## src/rtl/clkdiv_prog.sv

```systemverilog
// -----------------------------------------------------------------------------
// clkdiv_prog
//   Programmable even-ratio clock divider with glitch-free gated channels.
//   Ratio = 2*(div_q+1); the divisor can be reloaded while running, and each
//   channel enable is synchronised and only takes effect during the low phase.
//
// Ports
//   clk         source clock (after the osc/JTAG clock mux)
//   rst_n       asynchronous reset, active-low
//   i_en        divider run enable (level, clk domain)
//   i_div       half-period minus one, captured when i_div_vld=1
//   i_div_vld   one-cycle load request for i_div
//   i_ch_en     per-channel enable, asynchronous to clk
//   o_clk_div   divided clock (registered)
//   o_clk_ch    gated divided clocks (registered)
//   o_ch_on     effective (synchronised, phase-aligned) channel enables
//   o_tick      one-cycle pulse on the first cycle of each o_clk_div high phase
//   o_div_ack   one-cycle pulse on the cycle a new divisor takes effect
// -----------------------------------------------------------------------------
module clkdiv_prog #(
    parameter int                 CNT_W       = 8,
    parameter int                 N_CH        = 3,
    parameter int                 SYNC_STAGES = 2,
    parameter logic [CNT_W-1:0]   DIV_RST     = '0
) (
    input  logic              clk,
    input  logic              rst_n,
    input  logic              i_en,
    input  logic [CNT_W-1:0]  i_div,
    input  logic              i_div_vld,
    input  logic [N_CH-1:0]   i_ch_en,
    output logic              o_clk_div,
    output logic [N_CH-1:0]   o_clk_ch,
    output logic [N_CH-1:0]   o_ch_on,
    output logic              o_tick,
    output logic              o_div_ack
);

    localparam logic [1:0] S_IDLE  = 2'd0;
    localparam logic [1:0] S_RUN   = 2'd1;
    localparam logic [1:0] S_DRAIN = 2'd2;

    logic [1:0]                       r_state;
    logic [CNT_W-1:0]                 r_cnt;
    logic [CNT_W-1:0]                 r_div_q;
    logic [CNT_W-1:0]                 r_shadow;
    logic                             r_pend;
    logic [SYNC_STAGES-1:0][N_CH-1:0] r_sync;
    logic [N_CH-1:0]                  r_en_eff;
    logic                             r_clk_div;
    logic [N_CH-1:0]                  r_clk_ch;
    logic                             r_tick;
    logic                             r_div_ack;

    logic [1:0]        w_state_next;
    logic [CNT_W-1:0]  w_cnt_next;
    logic              w_div_next;
    logic              w_term;
    logic              w_fall;
    logic              w_apply;
    logic [N_CH-1:0]   w_sync_out;
    logic [N_CH-1:0]   w_en_eff_next;

    assign w_term     = (r_cnt == r_div_q);
    assign w_sync_out = r_sync[SYNC_STAGES-1];

    always_comb begin
        w_state_next = r_state;
        w_cnt_next   = r_cnt;
        w_div_next   = r_clk_div;
        case (r_state)
            S_IDLE: begin
                w_cnt_next = '0;
                w_div_next = 1'b0;
                if (i_en) w_state_next = S_RUN;
            end
            S_RUN: begin
                if (!i_en && !r_clk_div) begin
                    // Stopping in the low phase: no pulse is cut short.
                    w_state_next = S_IDLE;
                    w_cnt_next   = '0;
                end else begin
                    if (w_term) begin
                        w_cnt_next = '0;
                        w_div_next = ~r_clk_div;
                    end else begin
                        w_cnt_next = r_cnt + 1'b1;
                    end
                    // Disabled while high: finish the high phase first. If this
                    // is already its last cycle, the falling toggle ends it now.
                    if (!i_en) w_state_next = w_term ? S_IDLE : S_DRAIN;
                end
            end
            S_DRAIN: begin
                if (w_term) begin
                    w_cnt_next   = '0;
                    w_div_next   = 1'b0;
                    w_state_next = i_en ? S_RUN : S_IDLE;
                end else begin
                    w_cnt_next = r_cnt + 1'b1;
                    if (i_en) w_state_next = S_RUN;
                end
            end
            default: begin
                w_state_next = S_IDLE;
                w_cnt_next   = '0;
                w_div_next   = 1'b0;
            end
        endcase
    end

    // A pending divisor is applied immediately when idle, otherwise only on the
    // falling toggle so that a high phase never mixes two divisors.
    assign w_fall  = r_clk_div & ~w_div_next;
    assign w_apply = r_pend & ((r_state == S_IDLE) | w_fall);

    // Channel enables may only change when the coming cycle is low.
    assign w_en_eff_next = w_div_next ? r_en_eff : w_sync_out;

    always_ff @(posedge clk or negedge rst_n) begin
        if (!rst_n) begin
            r_state   <= S_IDLE;
            r_cnt     <= '0;
            r_div_q   <= DIV_RST;
            r_shadow  <= '0;
            r_pend    <= 1'b0;
            r_sync    <= '0;
            r_en_eff  <= '0;
            r_clk_div <= 1'b0;
            r_clk_ch  <= '0;
            r_tick    <= 1'b0;
            r_div_ack <= 1'b0;
        end else begin
            r_state   <= w_state_next;
            r_cnt     <= w_cnt_next;
            r_clk_div <= w_div_next;
            r_tick    <= w_div_next & ~r_clk_div;

            if (i_div_vld) r_shadow <= i_div;
            // A load arriving on the apply cycle keeps pend set for the next fall.
            r_pend    <= i_div_vld | (r_pend & ~w_apply);
            if (w_apply) r_div_q <= r_shadow;
            r_div_ack <= w_apply;

            r_sync    <= {r_sync[SYNC_STAGES-2:0], i_ch_en};
            r_en_eff  <= w_en_eff_next;
            r_clk_ch  <= {N_CH{w_div_next}} & w_en_eff_next;
        end
    end

    assign o_clk_div = r_clk_div;
    assign o_clk_ch  = r_clk_ch;
    assign o_ch_on   = r_en_eff;
    assign o_tick    = r_tick;
    assign o_div_ack = r_div_ack;

endmodule

```

## config.mk

```make
export PLATFORM = sky130hd
export DESIGN_NAME = clkdiv_prog
export DESIGN_NICKNAME = d
export VERILOG_FILES = /design/src/rtl/clkdiv_prog.sv
export SDC_FILE = /design/constraint.sdc
export NUM_CORES = 1
export LEC_CHECK = 0
export CAP_MARGIN = 10
export CORE_ASPECT_RATIO = 0.8
export CORE_MARGIN = 5
export CORE_UTILIZATION = 55
export CTS_CLUSTER_DIAMETER = 200
export DETAILED_ROUTE_END_ITERATION = 7
export PLACE_DENSITY = 0.8
export SYNTH_ARGS = -nofsm -noshare
export SYNTH_HDL_FRONTEND = slang
export SYNTH_SLANG_ARGS = --single-unit
```

## constraint.sdc

```tcl
create_clock -name clk -period 4.6 [get_ports clk]
set_clock_uncertainty 0.1 [all_clocks]
set_input_delay 0.92 -clock clk [delete_from_list [all_inputs] [get_ports clk]]
set_output_delay 0.92 -clock clk [all_outputs]
set_load 0.05 [all_outputs]
```

Word level (Yosys, flattened, before mapping)
Cells that the tools add are included.

storage, ports and cells
  register bits after elaboration = 42
  input port bits = 15
  output and inout bits = 9
  word-level logic and storage cells = 46

cells by class
  add/subtract/negate cells = 1
  eq/ne operators = 4
  mux-type cells = 15
  bitwise operators = 10
  reductions and logical operators = 4

operators by type and width
  operator                                                               number
  8-bit 2-to-1 mux                                                       2
  8-bit one-hot mux with 2 select lines                                  1
  2-bit 2-to-1 mux                                                       5
  8-bit by 1-bit adder with 8-bit output, second input constant          1
  8-bit equality test                                                    1
  2-bit one-hot mux with 3 select lines                                  1
  1-bit bitwise AND                                                      4
  1-bit 2-to-1 mux                                                       4
  3-bit bitwise AND                                                      1
  3-bit 2-to-1 mux                                                       1
  3-bit != test, second input constant                                   1
  1-bit inverter                                                         3
  2-bit by 1-bit equality test with 1-bit output, second input constant  1
  2-bit equality test, second input constant                             1
  1-bit logical NOT                                                      2
  2-bit logical NOT                                                      1
  1-bit bitwise OR                                                       2
  1-bit one-hot mux with 2 select lines                                  1
  1-bit logical AND                                                      1

Logic depth before layout (Yosys ltp)
  word-level depth = 11
  mapped depth = 10
  depth with buffers taken out = 9

Worst setup path before layout
No wires, ideal clock.

  path type = register -> register
  start point = reg r_cnt[0]
  end point = reg r_div_q[0]
  arrival time = 1.926 ns
  required time = 4.368 ns
  path slack = 2.443 ns
  stages on the path, launching flop included = 10
  buffers on the path = 0
  clock period less this slack = 2.157 ns
  path through = dfrtp_1 -> xnor2_1 -> nand4_1 -> nor2_1 -> inv_1 -> ha_1 -> nand2b_1 -> a21bo_1 -> a21oi_4 -> o22ai_1

on the way
  cells in the longest elaborated chain, start to end = 8
  elaborated cells between the ends (all ways) = 9
  classes of those cells = eq/ne: 1; mux: 4; bitwise: 4

ends and longest elaborated chain
  element                                  line  source
  start: declaration                       44    logic [CNT_W-1:0] r_cnt;
  start signal: assignment                 135   r_cnt <= w_cnt_next;
  8-bit equality test *                    64    assign w_term = (r_cnt == r_div_q);
  1-bit 2-to-1 mux                         83    if (w_term) begin
  1-bit 2-to-1 mux                         78    if (!i_en && !r_clk_div) begin
  1-bit one-hot mux with 2 select lines *  71    case (r_state)
  1-bit inverter *                         114   assign w_fall = r_clk_div & ~w_div_next;
  1-bit bitwise AND *                      114
  1-bit bitwise OR *                       115   assign w_apply = r_pend & ((r_state == S_IDLE) | w_fall);
  1-bit bitwise AND *                      115
  end signal: assignment                   142   if (w_apply) r_div_q <= r_shadow;
  end: declaration                         45    logic [CNT_W-1:0] r_div_q;

Every way passes the cells marked *; elsewhere a longest branch is shown, timed or not.
A chain may end at the register's enable or synchronous reset.

Worst setup path after layout
  start point = reg r_clk_div (netlist: o_clk_div)
  end point = out o_clk_div

RTL lines
  element                   line  source
  start: declaration        50    logic r_clk_div;
  start signal: assignment  136   r_clk_div <= w_div_next;
  end: declaration          32    output logic o_clk_div,

No word-level cell between the ends.

==> flow_metrics.py <==
metrics = {
    "timing": {
        "min_period_ps": 2710,
        "hold_viol_final": 0,
        "rsz0062_at_grt": "no",
        "fmax_mhz": 370,
        "period_share_pct": 58.8,
        "maxSlewViolCount": 0,
        "slew_headroom_pct": 41.8,
        "tightestPinTransition_ps": 873,
        "setup_violations": 0,
        "fin_ws_ps": 1890,
        "tns_ps": 0,
    },
    "critical_path": {
        "arrival_ps": 1690,
        "end_kind": "output pin",
        "max_stage_delay_ps": 870,
        "path_delay_family": "buffers and inverters",
        "crit_required_ps": 3580,
        "cp_slowest_cell": "clkdlybuf4s50_1",
        "crit_buf_inv": 1,
        "cp.depth": 1,
        "worstSetupStartpointType": "register",
        "worstSetupPathType": "reg -> out",
        "worstPathCellList": "clkdlybuf4s50_1",
        "rr_worst_depth": 9,
        "worstPathMaxFanout": 7,
    },
    "clock_tree": {
        "numCtsBuffers": 5,
        "clockBufferDepth": 2,
        "ctsHoldBuffers": 0,
        "htree_levels": 2,
        "post_cts_buffers": 0,
        "cts-resized-gates": 0,
        "clkSlewWorstSetupHoldPaths_ps": 80,
        "root_buffer": "clkbuf_8",
        "worstSkewPairLatency_ps": 300,
        "clock-sinks": 42,
        "cts_tree": "yes",
    },
    "final_layout": {
        "fillers": 221,
        "antennaDiodeCount": 0,
        "drive_above_1_share_pct": 12.1,
        "final_nets": 202,
        "finish.utilization_pct": 69.0,
        "final_cells": 222,
        "layout_common_cells": "dfrtp_1, nand2_1, clkdlybuf4s50_1, nor2_1, xnor2_1",
        "final_common_cell": "dfrtp_1",
        "syn_to_final_growth_pct": 19.4,
    },
    "synthesis": {
        "syn_area_mm2": 0.00180,
        "synthesis.nets": 175,
        "ys_types": 32,
        "ys_seq_area_share_pct": 58.5,
        "synth_edf_count": 0,
        "synth_area_leaders": "dfrtp_1, xnor2_1, mux2_2, nand2_1, ha_1",
        "yosysTopAreaCellShare_pct": 58.5,
        "synth.avg_cell_area_um2": 11.7,
        "yosys_register_bits": 42,
        "synth_warnings": 0,
        "synth-async-reset-ratio_pct": 100,
        "synthCells": 154,
        "yosysTopAreaCell": "dfrtp_1",
        "ys.flop_type": "dfrtp_1",
    },
    "detailed_routing": {
        "drt-wirelength-per-cell_um": 14.0,
        "firstDrtPassIters": 4,
        "via_per_inst": 5.31,
        "vias": 1178,
        "first_iter_violations": 79,
        "ant_nets": 0,
        "routed_wl_um": 3110,
        "drc": 0,
    },
    "status": {
        "outcome": "finished, final reports clean",
    },
    "grt": {
        "grt_use_met1_pct": 22.3,
        "antenna_found_initial": 0,
        "track_usage_pct": 15.9,
        "first_global_vias": 1192,
        "grt_max_degree": 43,
        "use_met2_pct": 22.9,
        "overflow": 0,
        "grt_busiest_layer": "met2",
        "grt_pass1_wl_um": 5410,
        "use_met3_pct": 4.24,
    },
    "worst_hold_path": {
        "holdPathStages": 0,
        "hold_path_class": "reg -> reg",
    },
    "placement": {
        "dp.cells": 214,
        "place.gp.congestion": 0.803,
        "dp_hpwl_um": 2230,
        "port_buffers": 23,
        "pre_cts_slack_ps": 2170,
    },
    "die": {
        "core.rowCount": 18,
        "initial_utilization_pct": 57.8,
        "core_area_mm2": 0.00311,
        "die_w_um": 73.9,
        "dieArea_mm2": 0.00452,
        "fp.dieH_um": 61.1,
        "io-pin-count": 24,
    },
    "run": {
        "maxCapViolCount": 0,
    },
    "power_and_ir_drop": {
        "ir_drop_mv": 0.286,
        "powerDensity_mw_per_mm2": 457,
        "power_mw": 0.981,
        "leakagePower_nw": 0.949,
    },
}
==> metrics by stage <==
stage          cell area [um2]  hold slack [ps]
2_1_floorplan             1800              231
3_3_place_gp              2050              234
3_5_place_dp              2050              239
4_1_cts                   2150              258
5_1_grt                   2150              272
6_report                  2150              256
==> worst reg2reg max path, cell delays in order, from the launching register on <==
cell and delay (ps):
dfrtp_1 430, xnor2_1 170, nand4_1 150, nor2_1 260, inv_1 80, ha_1 260, nand2b_1 160, a21bo_1 240
a21oi_4 290, o22ai_1 150
==> report_power, final <==
| group | internal (mW) | total, mW | leakage [nW] | switching (mW) |
|---|---|---|---|---|
| logic | 0.116 | 0.263 | 0.376 | 0.148 |
| registers | 0.428 | 0.477 | 0.528 | 0.0489 |
| clock network | 0.109 | 0.241 | 0.0447 | 0.131 |
==> cells by family (layout without fill, tap and decap cells) <==
group / after synthesis / in the layout / share of synthesized area (%)
buf+inv: 9 / 37 / 2.37
fa+ha+maj: 6 / 6 / 4.18
compound gates: 22 / 22 / 9.96
xor+xnor: 14 / 14 / 6.82
mux: 8 / 8 / 5.01
simple gates: 53 / 53 / 13.2
flops: 42 / 42 / 58.5
==> cells in the mapped netlist (2+ instances only) <==
library cell	n
o22ai_1	7
and3_1	3
a22oi_1	2
nand2_1	24
a21oi_1	2
nand4_1	2
nor2_1	15
ha_1	6
inv_1	6
xnor2_1	12
a21o_1	4
mux2_2	8
xor2_1	2
nand3_1	2
dfrtp_1	42
==> area by class of cell <==
| cell class | instances | area (um2) | share of cell area (%) |
|---|---|---|---|
| clock buffers | 5 | 68.8 | 3.21 |
| clock inverters | 3 | 25.0 | 1.17 |
| repair buffers | 23 | 225 | 10.5 |
| inverters | 6 | 22.5 | 1.05 |
| multi-input cells | 103 | 703 | 32.8 |
| well taps | 40 | 50.0 | 2.33 |
| flip-flops and latches | 42 | 1050 | 49.0 |
==> routing by layer <==
| metal | vias to the layer above | routed length, um |
|---|---|---|
| met3 | 9 | 164 |
| met4 | 0 | 82 |
| li1 | 571 | - |
| met2 | 35 | 1390 |
| met1 | 563 | 1470 |
| met5 | - | 0 |
==> registers in the layout (all words and copies together), names as in the netlist <==
register and cells:
o_div_ack 1, o_clk_div 1, o_ch_on 3, w_sync_out 3, r_cnt 8, o_tick 1
r_pend 1, r_shadow 8, r_div_q 8, o_clk_ch 3, r_sync 3, r_state 2
==> final timing paths <==
check | from | to | slack (ps)
max in group asynchronous | rst_n | r_div_q[5] | 3220
max | o_clk_div | o_clk_div | 1890
min | r_sync[0] | w_sync_out[0] | 260
min in group asynchronous | rst_n | r_shadow[4] | 630
min reg2reg | r_sync[0] | w_sync_out[0] | 260
max reg2reg | r_cnt[0] | r_div_q[0] | 2170
Note: power is estimated with default switching activity, not from simulation.
